## src/rtl/mem_arbiter_pkg.sv

```systemverilog
// Shared constants and FSM encoding for the cache-to-memory arbiter.
// Latency: n/a (declarations only).
// Backpressure: n/a.
package mem_arbiter_pkg;

   localparam int WORD_SIZE = 32;
   localparam int LINE_SIZE = 128;
   localparam int MAX_WAIT  = 15;

   typedef enum logic [1:0] {
      IDLE    = 2'd0,
      BUSY_IC = 2'd1,
      BUSY_DC = 2'd2,
      RESP    = 2'd3
   } state_t;

endpackage

```

## src/rtl/mem_arbiter_rr.sv

```systemverilog
// Two-way round-robin grant: bit0 = iCache, bit1 = dCache, one-hot grant.
// Latency: combinational.
// Backpressure: none; a tie goes to whichever side was not served last.
module rr_arbiter2 (
   input  logic [1:0] req,
   input  logic       last_dc,
   output logic [1:0] grant
);

   // Single requester wins outright; a tie alternates on last_dc.
   always_comb begin
      grant = 2'b00;
      if (req == 2'b11)
         grant = last_dc ? 2'b01 : 2'b10;
      else
         grant = req;
   end

endmodule

```

## src/rtl/mem_arbiter.sv

```systemverilog
// Arbitrates iCache fills and dCache fills/write-backs onto one line-wide memory port.
// Latency: grant 1 cycle, memory latency, then RESP and a 1-cycle ready pulse (mem latency + 3).
// Backpressure: requesters hold req until ready; mem_read/mem_write held until mem_ready or timeout.
module mem_arbiter
   import mem_arbiter_pkg::*;
#(
   parameter int WORD_SIZE = mem_arbiter_pkg::WORD_SIZE,
   parameter int LINE_SIZE = mem_arbiter_pkg::LINE_SIZE,
   parameter int MAX_WAIT  = mem_arbiter_pkg::MAX_WAIT
) (
   input  logic                 clk,
   input  logic                 rst,
   input  logic                 ic_req,
   input  logic [WORD_SIZE-1:0] ic_addr,
   output logic                 ic_ready,
   output logic [LINE_SIZE-1:0] ic_line,
   input  logic                 dc_req,
   input  logic                 dc_we,
   input  logic [WORD_SIZE-1:0] dc_addr,
   input  logic [LINE_SIZE-1:0] dc_wline,
   output logic                 dc_ready,
   output logic [LINE_SIZE-1:0] dc_line,
   output logic                 mem_read,
   output logic                 mem_write,
   output logic [WORD_SIZE-1:0] mem_addr,
   output logic [LINE_SIZE-1:0] mem_wline,
   input  logic                 mem_ready,
   input  logic [LINE_SIZE-1:0] mem_line,
   output logic                 timeout
);

   localparam int WAIT_W = $clog2(MAX_WAIT + 1);
   // Lines are 16 bytes, so the low nibble of every memory address is zero.
   localparam logic [WORD_SIZE-1:0] ALIGN_MASK = ~WORD_SIZE'(32'hF);

   state_t               state;
   logic                 serve_dc;
   logic                 last_dc;
   logic [WORD_SIZE-1:0] addr_q;
   logic [LINE_SIZE-1:0] wline_q;
   logic [LINE_SIZE-1:0] line_q;
   logic [WAIT_W-1:0]    wait_cnt;
   logic [1:0]           req_vec;
   logic [1:0]           grant;

   // A requester still high during its own ready pulse is masked for one cycle.
   assign req_vec = {dc_req & ~dc_ready, ic_req & ~ic_ready};

   rr_arbiter2 u_rr (
      .req     (req_vec),
      .last_dc (last_dc),
      .grant   (grant)
   );

   // Memory port only ever reflects values latched at grant time.
   assign mem_addr  = addr_q;
   assign mem_wline = wline_q;

   // Arbiter FSM with registered outputs: grant, memory wait, respond.
   always_ff @(posedge clk or negedge rst) begin
      if (!rst) begin
         state     <= IDLE;
         serve_dc  <= 1'b0;
         last_dc   <= 1'b0;
         addr_q    <= '0;
         wline_q   <= '0;
         line_q    <= '0;
         wait_cnt  <= '0;
         ic_ready  <= 1'b0;
         dc_ready  <= 1'b0;
         ic_line   <= '0;
         dc_line   <= '0;
         mem_read  <= 1'b0;
         mem_write <= 1'b0;
         timeout   <= 1'b0;
      end else begin
         ic_ready <= 1'b0;
         dc_ready <= 1'b0;
         case (state)
            IDLE: begin
               if (grant[1]) begin
                  state     <= BUSY_DC;
                  serve_dc  <= 1'b1;
                  addr_q    <= dc_addr & ALIGN_MASK;
                  wline_q   <= dc_wline;
                  mem_write <= dc_we;
                  mem_read  <= ~dc_we;
                  wait_cnt  <= '0;
               end else if (grant[0]) begin
                  state     <= BUSY_IC;
                  serve_dc  <= 1'b0;
                  addr_q    <= ic_addr & ALIGN_MASK;
                  wline_q   <= '0;
                  mem_write <= 1'b0;
                  mem_read  <= 1'b1;
                  wait_cnt  <= '0;
               end
            end
            BUSY_IC, BUSY_DC: begin
               if (mem_ready) begin
                  line_q    <= mem_line;
                  mem_read  <= 1'b0;
                  mem_write <= 1'b0;
                  state     <= RESP;
               end else if (wait_cnt == WAIT_W'(MAX_WAIT - 1)) begin
                  // Memory gave up on: drop the request and answer with an empty line.
                  wait_cnt  <= WAIT_W'(MAX_WAIT);
                  timeout   <= 1'b1;
                  line_q    <= '0;
                  mem_read  <= 1'b0;
                  mem_write <= 1'b0;
                  state     <= RESP;
               end else begin
                  wait_cnt <= wait_cnt + WAIT_W'(1);
               end
            end
            RESP: begin
               if (serve_dc) begin
                  dc_ready <= 1'b1;
                  dc_line  <= line_q;
               end else begin
                  ic_ready <= 1'b1;
                  ic_line  <= line_q;
               end
               last_dc <= serve_dc;
               state   <= IDLE;
            end
            default: state <= IDLE;
         endcase
      end
   end

endmodule
```

## config.mk

```make
export PLATFORM = sky130hd
export DESIGN_NAME = mem_arbiter
export DESIGN_NICKNAME = d
export VERILOG_FILES = /design/src/rtl/mem_arbiter_pkg.sv /design/src/rtl/mem_arbiter_rr.sv /design/src/rtl/mem_arbiter.sv
export SDC_FILE = /design/constraint.sdc
export NUM_CORES = 1
export LEC_CHECK = 0
export BUFFER_PORTS_ARGS = -buffer_cell sky130_fd_sc_hd__clkbuf_2
export CORE_AREA = 2 2 290 292
export DETAILED_ROUTE_END_ITERATION = 16
export DIE_AREA = 0 0 292 294
export GPL_ROUTABILITY_DRIVEN = 0
export PLACE_DENSITY = 0.56
export SYNTH_ARGS = -nofsm -noshare
export SYNTH_HDL_FRONTEND = slang
export SYNTH_SLANG_ARGS = --single-unit
```

## constraint.sdc

```tcl
create_clock -name clk -period 4.8 [get_ports clk]
set_clock_uncertainty 0.15 [all_clocks]
set_input_delay 0.48 -clock clk [delete_from_list [all_inputs] [get_ports clk]]
set_output_delay 0.48 -clock clk [all_outputs]
set_load 0.1 [all_outputs]
```

==> results.cfg, run 1 <==
[placement]
placed_cells = 3082
hpwlAfterDp_um = 45870
io_buffers = 734

[routing]
ant_nets = 0
vias_per_cell = 4.485
vias = 15730
drtIter0Drc = 683
wl_per_cell_um = 19.15
first_pass_iters = 5
drc = 0
drt_wl_total_um = 67130

[sta]
setup_viol = 0
timing.fmax_mhz = 343.1
setup_tns_ns = 0
drv_slew = 0
hold_viol = 0
slew_headroom_pct = 30.38
worst_pin_slew_ns = 1.044
whs_ns = 0.04164
rsz0062_at_grt = no
fin_crit_ns = 2.914
min_period_over_period_pct = 60.72

[cells_and_area]
final_nets = 2708
drive_gt1_share_pct = 46.10
fillers = 7878
areaGrowthSynthToFinish_pct = 48.82
stdcell_count = 3506

[setup_path]
critPathKind = register to register
cpMaxStageDelayCell = clkinv_2
path_cells = ha_1 > nand2_4 > clkinv_2 > buf_4 > mux2_2
worstSetupStartpointType = register
end_kind = register
path_max_fanout = 41
slowest_delay_ns = 0.77
crit_arrival_ns = 3.27
critical_path_required_ns = 5.15

[cts]
ctsHtreeMaxLevel = 2
cts_resized = 0
clock_path_buffers = 3
holdBufCountCts = 312
cts_tree = done
numCtsBuffers = 61
clkLatencyLatePin_ns = 0.63
post_cts_buffers = 0
clk_pin_slew_ns = 0.06
cts-root-buf = clkbuf_16
cts_sinks = 553

[logic_synthesis]
ys_ff_latch = 553
synth_cell_types = 35
synth_flop_cell = dfrtp_1
yosys-top-cells-count = 553 x dfrtp_1, 256 x a22o_1, 249 x mux2_2
yosysTopAreaCellShare_pct = 67.57
syn_area_per_cell_um2 = 15.30
synthArstFlopShare_pct = 100.0
synth_edf_count = 0
synth.most_common_cell = dfrtp_1
yosysTopAreaCell = dfrtp_1
synth_area_leaders = dfrtp_1 68%, mux2_2 14%, a22o_1 11%
mappedNetlistArea_um2 = 20480
yosys_warnings = 0
synthCells = 1339
synth-seq-area-share_pct = 67.57

[global_route]
grt_usage_pct = 15.05
grt_max_degree = 117
first_global_vias = 16780
overflow = 0
antenna_found_initial = 2
grt_pass1_wl_um = 101800

[outcome]
status = completed

[die]
die-area_um2 = 85850
die_y_um = 294
start_util_pct = 24.71
rows = 106
core-area_um2 = 82890
io_pins = 747
die_w_um = 292

[flow_run]
drv_cap = 0

[worst_hold_path]
min_path_type = input pin to register
cell type report:
type / instances / area, µm² / share of cell area [%]
sequential: 553 / 13840 / 45.40
timing repair buffer: 1071 / 7082 / 23.23
multi-input combinational: 681 / 6060 / 19.88
clock buffer: 84 / 1743 / 5.718
tap: 1080 / 1351 / 4.434
clock inverter: 27 / 367.9 / 1.207
inverter: 9 / 35.03 / 0.1149
antenna: 1 / 2.502 / 0.008210
cells in the final DEF (no fill, tap or decap), types with 9 or more instances in the layout:
cell,count
dlygate4sd3_1,312
a31oi_1,30
clkinv_2,17
clkbuf_16,61
nand2_1,59
buf_4,18
nor2_1,32
dfrtp_1,553
clkbuf_1,10
mux2_2,249
a22o_1,256
mux2_1,9
clkbuf_2,733
clkbuf_8,13
path summary, 6_finish.rpt:
path / start / slack (ns) / depth (start not counted) / end
worst max-delay path: state[0] / 1.89 / 5 / dc_line[94]
worst min-delay path: mem_line[5] / 0.04 / 2 / line_q[5]
worst max register to register: state[0] / 1.89 / 5 / dc_line[94]
worst min register to register: timeout / 0.32 / 1 / timeout
max in group asynchronous: rst / 2.85 / 3 / dc_line[84]
min in group asynchronous: rst / 0.40 / 2 / dc_line[6]
state kept, by name (all words and copies together), names as in the netlist, 2 cells and up:
name       count
state          2
dc_line      128
ic_line      128
line_q       128
wait_cnt       4
mem_wline    128
mem_addr      28
worst max-delay path: cells and delay by family (launching register included):
family | cells | cell delay [ns]
adder cells (fa/ha/maj) | 1 | 0.26
buffers and inverters | 2 | 1.28
flip-flops | 1 | 0.39
multiplexers | 1 | 0.29
AND/OR/NAND/NOR | 1 | 0.35
cell families (layout without fill, tap and decap cells):
group / after synthesis / after routing / synth area share (%)
flip-flops: 553 / 553 / 67.57
AO/OA/AOI/OAI: 303 / 303 / 12.44
multiplexers: 258 / 258 / 14.19
AND/OR/NAND/NOR: 111 / 111 / 2.321
buffers and inverters: 108 / 1191 / 3.158
adder cells (fa/ha/maj): 5 / 5 / 0.3055
other: 1 / 5 / 0.01831
metrics by stage:
step,cell area (µm²),util [%],setup WS [ns]
floorplan,20490,-,2.595
global placement,25240,30.45,1.839
detailed placement,25240,30.45,1.785
CTS,30480,36.77,1.788
global route,30480,36.77,1.655
finish,30480,36.77,1.886
routing by layer:
layer  track usage (%)  vias to the layer above  routed length, µm
li1                  -                     6993                  -
met1             17.98                     8017              26630
met2             26.06                      578              33610
met3             3.437                      135               4235
met4             6.274                        2               2636
met5                 0                        -                 16
Power of run 1 is left out: the tool's default activity adds up to more than one toggle a clock period on the data nets, which glitch-free logic cannot reach.
==> inputs of run 2 (changes only) <==
--- a/config.mk
+++ b/config.mk
@@ -10,7 +10,7 @@
 export DETAILED_ROUTE_END_ITERATION = 16
 export DIE_AREA = 0 0 292 294
 export GPL_ROUTABILITY_DRIVEN = 0
-export PLACE_DENSITY = 0.56
+export PLACE_DENSITY = 0.57
 export SYNTH_ARGS = -nofsm -noshare
 export SYNTH_HDL_FRONTEND = slang
 export SYNTH_SLANG_ARGS = --single-unit
==> constraint.sdc (replaced) <==
create_clock -name clk -period 2.4 [get_ports clk]
set_clock_uncertainty 0.15 [all_clocks]
set_input_delay 0.24 -clock clk [delete_from_list [all_inputs] [get_ports clk]]
set_output_delay 0.24 -clock clk [all_outputs]
set_load 0.1 [all_outputs]
==> results.cfg, run 2 (synthesis results as in run 1) <==
[outcome]
status = completed

[sta]
setup_tns_ns = 0
min_period_over_period_pct = 96.90
fin_crit_ns = 2.326
hold_viol = 0
slew_headroom_pct = 54.19
drv_slew = 0
timing.fmax_mhz = 430.0
setup_viol = 0
rsz0062_at_grt = no
worst_pin_slew_ns = 0.6900

[die]
die_y_um = 294
core-area_um2 = 82890
die_w_um = 292
start_util_pct = 24.71
die-area_um2 = 85850
rows = 106
io_pins = 747

[flow_run]
drv_cap = 0

[cts]
cts_sinks = 553
ctsHtreeMaxLevel = 2
clock_path_buffers = 3
cts-root-buf = clkbuf_16
clkLatencyLatePin_ns = 0.61
numCtsBuffers = 60
clk_pin_slew_ns = 0.06
post_cts_buffers = 0
cts_tree = done

[global_route]
grt_pass1_wl_um = 101200
antenna_found_initial = 2
grt_max_degree = 97
overflow = 0
first_global_vias = 16890
grt_usage_pct = 15.10

[routing]
vias_per_cell = 4.459
drc = 0
drt_wl_total_um = 67760
ant_nets = 0
wl_per_cell_um = 19.14
vias = 15790
drtIter0Drc = 864
first_pass_iters = 7

[cells_and_area]
antennaDiodeCount = 0
stdcell_area_um2 = 30850
mostFrequentLayoutCells = 733 x clkbuf_2, 553 x dfrtp_1, 315 x dlygate4sd3_1
drive_gt1_share_pct = 46.77
layout_commonest_cell = clkbuf_2
final_nets = 2742
areaGrowthSynthToFinish_pct = 50.63

[setup_path]
path_max_fanout = 28
path_cells = and2b_1 > and2_1 > buf_4 > nand2_1 > a31oi_1 > dlygate4sd3_1
end_kind = register
critical_path_required_ns = 2.78
crit_family = buffers and inverters
cp_num_buf_inv = 2
worstSetupStartpointType = register
critPathKind = register to register
slowest_delay_ns = 0.57
cpMaxStageDelayCell = dlygate4sd3_1
crit_arrival_ns = 2.71

[placement]
io_buffers = 734
hpwlAfterDp_um = 46770
placed_area_um2 = 25630

[worst_hold_path]
min_path_type = input pin to async pin
==> run 2: path summary, 6_finish.rpt <==
| path | cells after the start | slack, ns | to | from |
|---|---|---|---|---|
| worst max-delay path | 6 | 0.07 | mem_addr[10] | dc_ready |
| worst min-delay path | 2 | 0.04 | ic_line[3] | rst |
| worst max register to register | 6 | 0.07 | mem_addr[10] | dc_ready |
| worst min register to register | 1 | 0.33 | timeout | timeout |
| max in group asynchronous | 3 | 1.15 | line_q[95] | rst |
| min in group clk | 5 | 0.11 | state[1] | ic_req |
==> run 2: layer usage <==
metal / GRT usage [%] / part of all wire (%)
met4: 7.254 / 4.6
met5: 0 / 0.038
met3: 3.731 / 6.5
met1: 17.60 / 39
met2: 26.02 / 50
==> run 2: stage by stage <==
| step | util (%) | std cells | hold WS (ns) | setup slack, ns |
|---|---|---|---|---|
| after floorplan | - | 1342 | -0.2056 | 0.1951 |
| after global placement | 30.92 | 3114 | 0.09610 | 0.3252 |
| after detailed placement | 30.92 | 3114 | 0.1030 | 0.2677 |
| after CTS | 37.21 | 3541 | 0.01585 | 0.07738 |
| after global routing | 37.22 | 3541 | 0.04023 | 0.02000 |
| final | 37.22 | 3541 | 0.04160 | 0.07431 |
==> run 2: final cells by class <==
cell class | count | area [µm²]
flip-flops and latches | 553 | 13840
fillers | 7810 | 52040
clock buffers | 86 | 1749
well taps | 1080 | 1351
multi-input cells | 681 | 6062
repair buffers | 1106 | 7502
clock inverters | 26 | 311.5
inverters | 9 | 35.03
==> run 2: timing repair <==
item / CTS / global route
hold buffers: 315 / 0
endpoints found under the hold margin: 835 / 0
setup endpoints to repair: 0 / 27
gates resized for setup: 0 / 1
==> run 2: worst reg2reg max path: cells and delay by family, from the launching register on <==
family                 cells  cell delay, ns
buffers and inverters      2            0.87
AOI/OAI and AO/OA          1            0.18
DFF                        1            0.43
and+or+nand+nor            3            0.63
Power of run 2 is left out for the same reason.
==> inputs of run 3 (changes only) <==
--- a/config.mk
+++ b/config.mk
@@ -6,11 +6,12 @@
 export NUM_CORES = 1
 export LEC_CHECK = 0
 export BUFFER_PORTS_ARGS = -buffer_cell sky130_fd_sc_hd__clkbuf_2
-export CORE_AREA = 2 2 290 292
+export CORE_AREA = 2 2 293 295
 export DETAILED_ROUTE_END_ITERATION = 16
-export DIE_AREA = 0 0 292 294
+export DIE_AREA = 0 0 295 297
 export GPL_ROUTABILITY_DRIVEN = 0
 export PLACE_DENSITY = 0.57
 export SYNTH_ARGS = -nofsm -noshare
 export SYNTH_HDL_FRONTEND = slang
+export SYNTH_HIERARCHICAL = 1
 export SYNTH_SLANG_ARGS = --single-unit
==> results.cfg, run 3 <==
[outcome]
status = completed

[sta]
drv_slew = 0
setup_viol = 0
hold_viol = 0
whs_ns = 0.02039
min_period_over_period_pct = 95.05
timing.fmax_mhz = 438.4
fin_crit_ns = 2.281
slew_headroom_pct = 53.43
worst_pin_slew_ns = 0.7015

[cells_and_area]
regArea_um2 = 13840
multiInputGateArea_um2 = 6561
drive_gt1_share_pct = 43.21
final_nets = 2968
mostFrequentLayoutCells = 733 x clkbuf_2, 553 x dfrtp_1, 315 x dlygate4sd3_1
stdcell_count = 3827
layout_commonest_cell = clkbuf_2
areaGrowthSynthToFinish_pct = 50.66
fillers = 8095

[routing]
drc = 0
wl_per_cell_um = 18.02
top_layer = met5
ant_nets = 0
vias_per_cell = 4.302
dr_wl_met3_um = 4761
met1_length_um = 27970
drtIter0Drc = 682
first_pass_iters = 5
met2_length_um = 33740
vias = 16470
drt_wl_total_um = 68960

[placement]
io_buffers = 734
hpwlAfterDp_um = 47020
placed_cells = 3401

[cts]
cts_sinks = 553
ctsHtreeMaxLevel = 2
clkLatencyLatePin_ns = 0.62
clk_pin_slew_ns = 0.06
cts-root-buf = clkbuf_16
clock_path_buffers = 3
numCtsBuffers = 60
cts_tree = done

[setup_path]
cpMaxStageDelayCell = dlygate4sd3_1
worstSetupStartpointType = register
critPathKind = register to register
path_max_fanout = 13
path_cells = nor2b_2 > a21boi_4 > buf_4 > clkbuf_16 > mux2i_1 > dlygate4sd3_1 > o21ai_0
critical_path_required_ns = 2.73
crit_family = buffers and inverters
end_kind = register
slowest_delay_ns = 0.55
crit_arrival_ns = 2.62
cp_num_buf_inv = 3

[logic_synthesis]
syn_area_per_cell_um2 = 13.30
synth_area_leaders = dfrtp_1 66%, mux2_2 14%, a22o_1 5.4%
synth_edf_count = 0
synth_compound_area_share_pct = 6.724
yosys-top-cells-count = 553 x dfrtp_1, 289 x nand2_1, 254 x mux2_2
mappedNetlistArea_um2 = 20950
synth.most_common_cell = dfrtp_1
synth_cell_types = 39
synth_top_family_by_area = multiplexers
muxShareOfSynthArea_pct = 15.24
synthArstFlopShare_pct = 100.0
synth_xor_xnor_area_share_pct = 0
synth_flop_cell = dfrtp_1
synth_fa_ha_area_share_pct = 0.2986
synthCells = 1576
synth-seq-area-share_pct = 66.04
yosysTopAreaCellShare_pct = 66.04
yosys.area_share.simple_pct = 8.664
yosysTopAreaCell = dfrtp_1
yosys_warnings = 6
ys_ff_latch = 553

[die]
rows = 107
die_y_um = 297
core-area_um2 = 84480
start_util_pct = 24.80
io_pins = 747
die-area_um2 = 87620
die_w_um = 295

[global_route]
antenna_found_initial = 2
overflow = 0
grt_usage_pct = 15.15
grt_max_degree = 89
grt_pass1_wl_um = 104000
first_global_vias = 17270

[worst_hold_path]
min_path_type = input pin to async pin

[flow_run]
drv_cap = 0
==> run 3: worst paths after layout <==
| check | start | end | cells after the start | slack, ns |
|---|---|---|---|---|
| setup / recovery | dc_ready | mem_addr[4] | 7 | 0.12 |
| hold / removal | rst | line_q[24] | 2 | 0.02 |
| setup reg to reg | dc_ready | mem_addr[4] | 7 | 0.12 |
| hold reg to reg | timeout | timeout | 1 | 0.30 |
| max in group asynchronous | rst | line_q[53] | 3 | 1.12 |
| min in group clk | dc_req | serve_dc | 5 | 0.09 |
==> run 3: final cells by class <==
cell class                 instances  area share, %
multi-input combinational        904          20.78
antenna                            1       0.007927
tap                             1144          4.534
timing repair buffer            1108          24.08
clock buffer                      85          5.628
clock inverter                    22          1.015
sequential                       553          43.84
inverter                          10         0.1189
==> run 3: through the flow <==
step | setup TNS, ns | area, µm² | worst slack, ns | util [%]
2_1_floorplan | 0 | 20970 | 0.1009 | -
6_report | 0 | 31570 | 0.1187 | 37.37
3_3_place_gp | 0 | 26270 | 0.3700 | 31.10
4_1_cts | 0 | 31520 | 0.03744 | 37.31
3_5_place_dp | 0 | 26270 | 0.3315 | 31.10
5_1_grt | -0.0001152 | 31570 | -0.0001152 | 37.37
==> run 3: logic make-up (layout without fill, tap and decap cells) <==
group,count (synthesis),after routing
mux,287,287
compound gates,177,177
buf+inv,122,1225
other cells,1,5
fa+ha+maj,5,5
simple gates,431,431
flops,553,553
==> run 3: what timing repair did <==
action                                  CTS  global route
hold endpoints to repair                655             0
hold buffers                            315             0
resized for setup                         0             2
setup buffers                             0             2
endpoints found under the setup margin    0            23
==> run 3: layer usage <==
metal / track usage, % / vias to the layer above
li1: - / 7603
met1: 17.99 / 8163
met2: 26.10 / 558
met3: 3.923 / 139
met4: 5.782 / 2
met5: 0 / -
Power of run 3 is left out for the same reason.
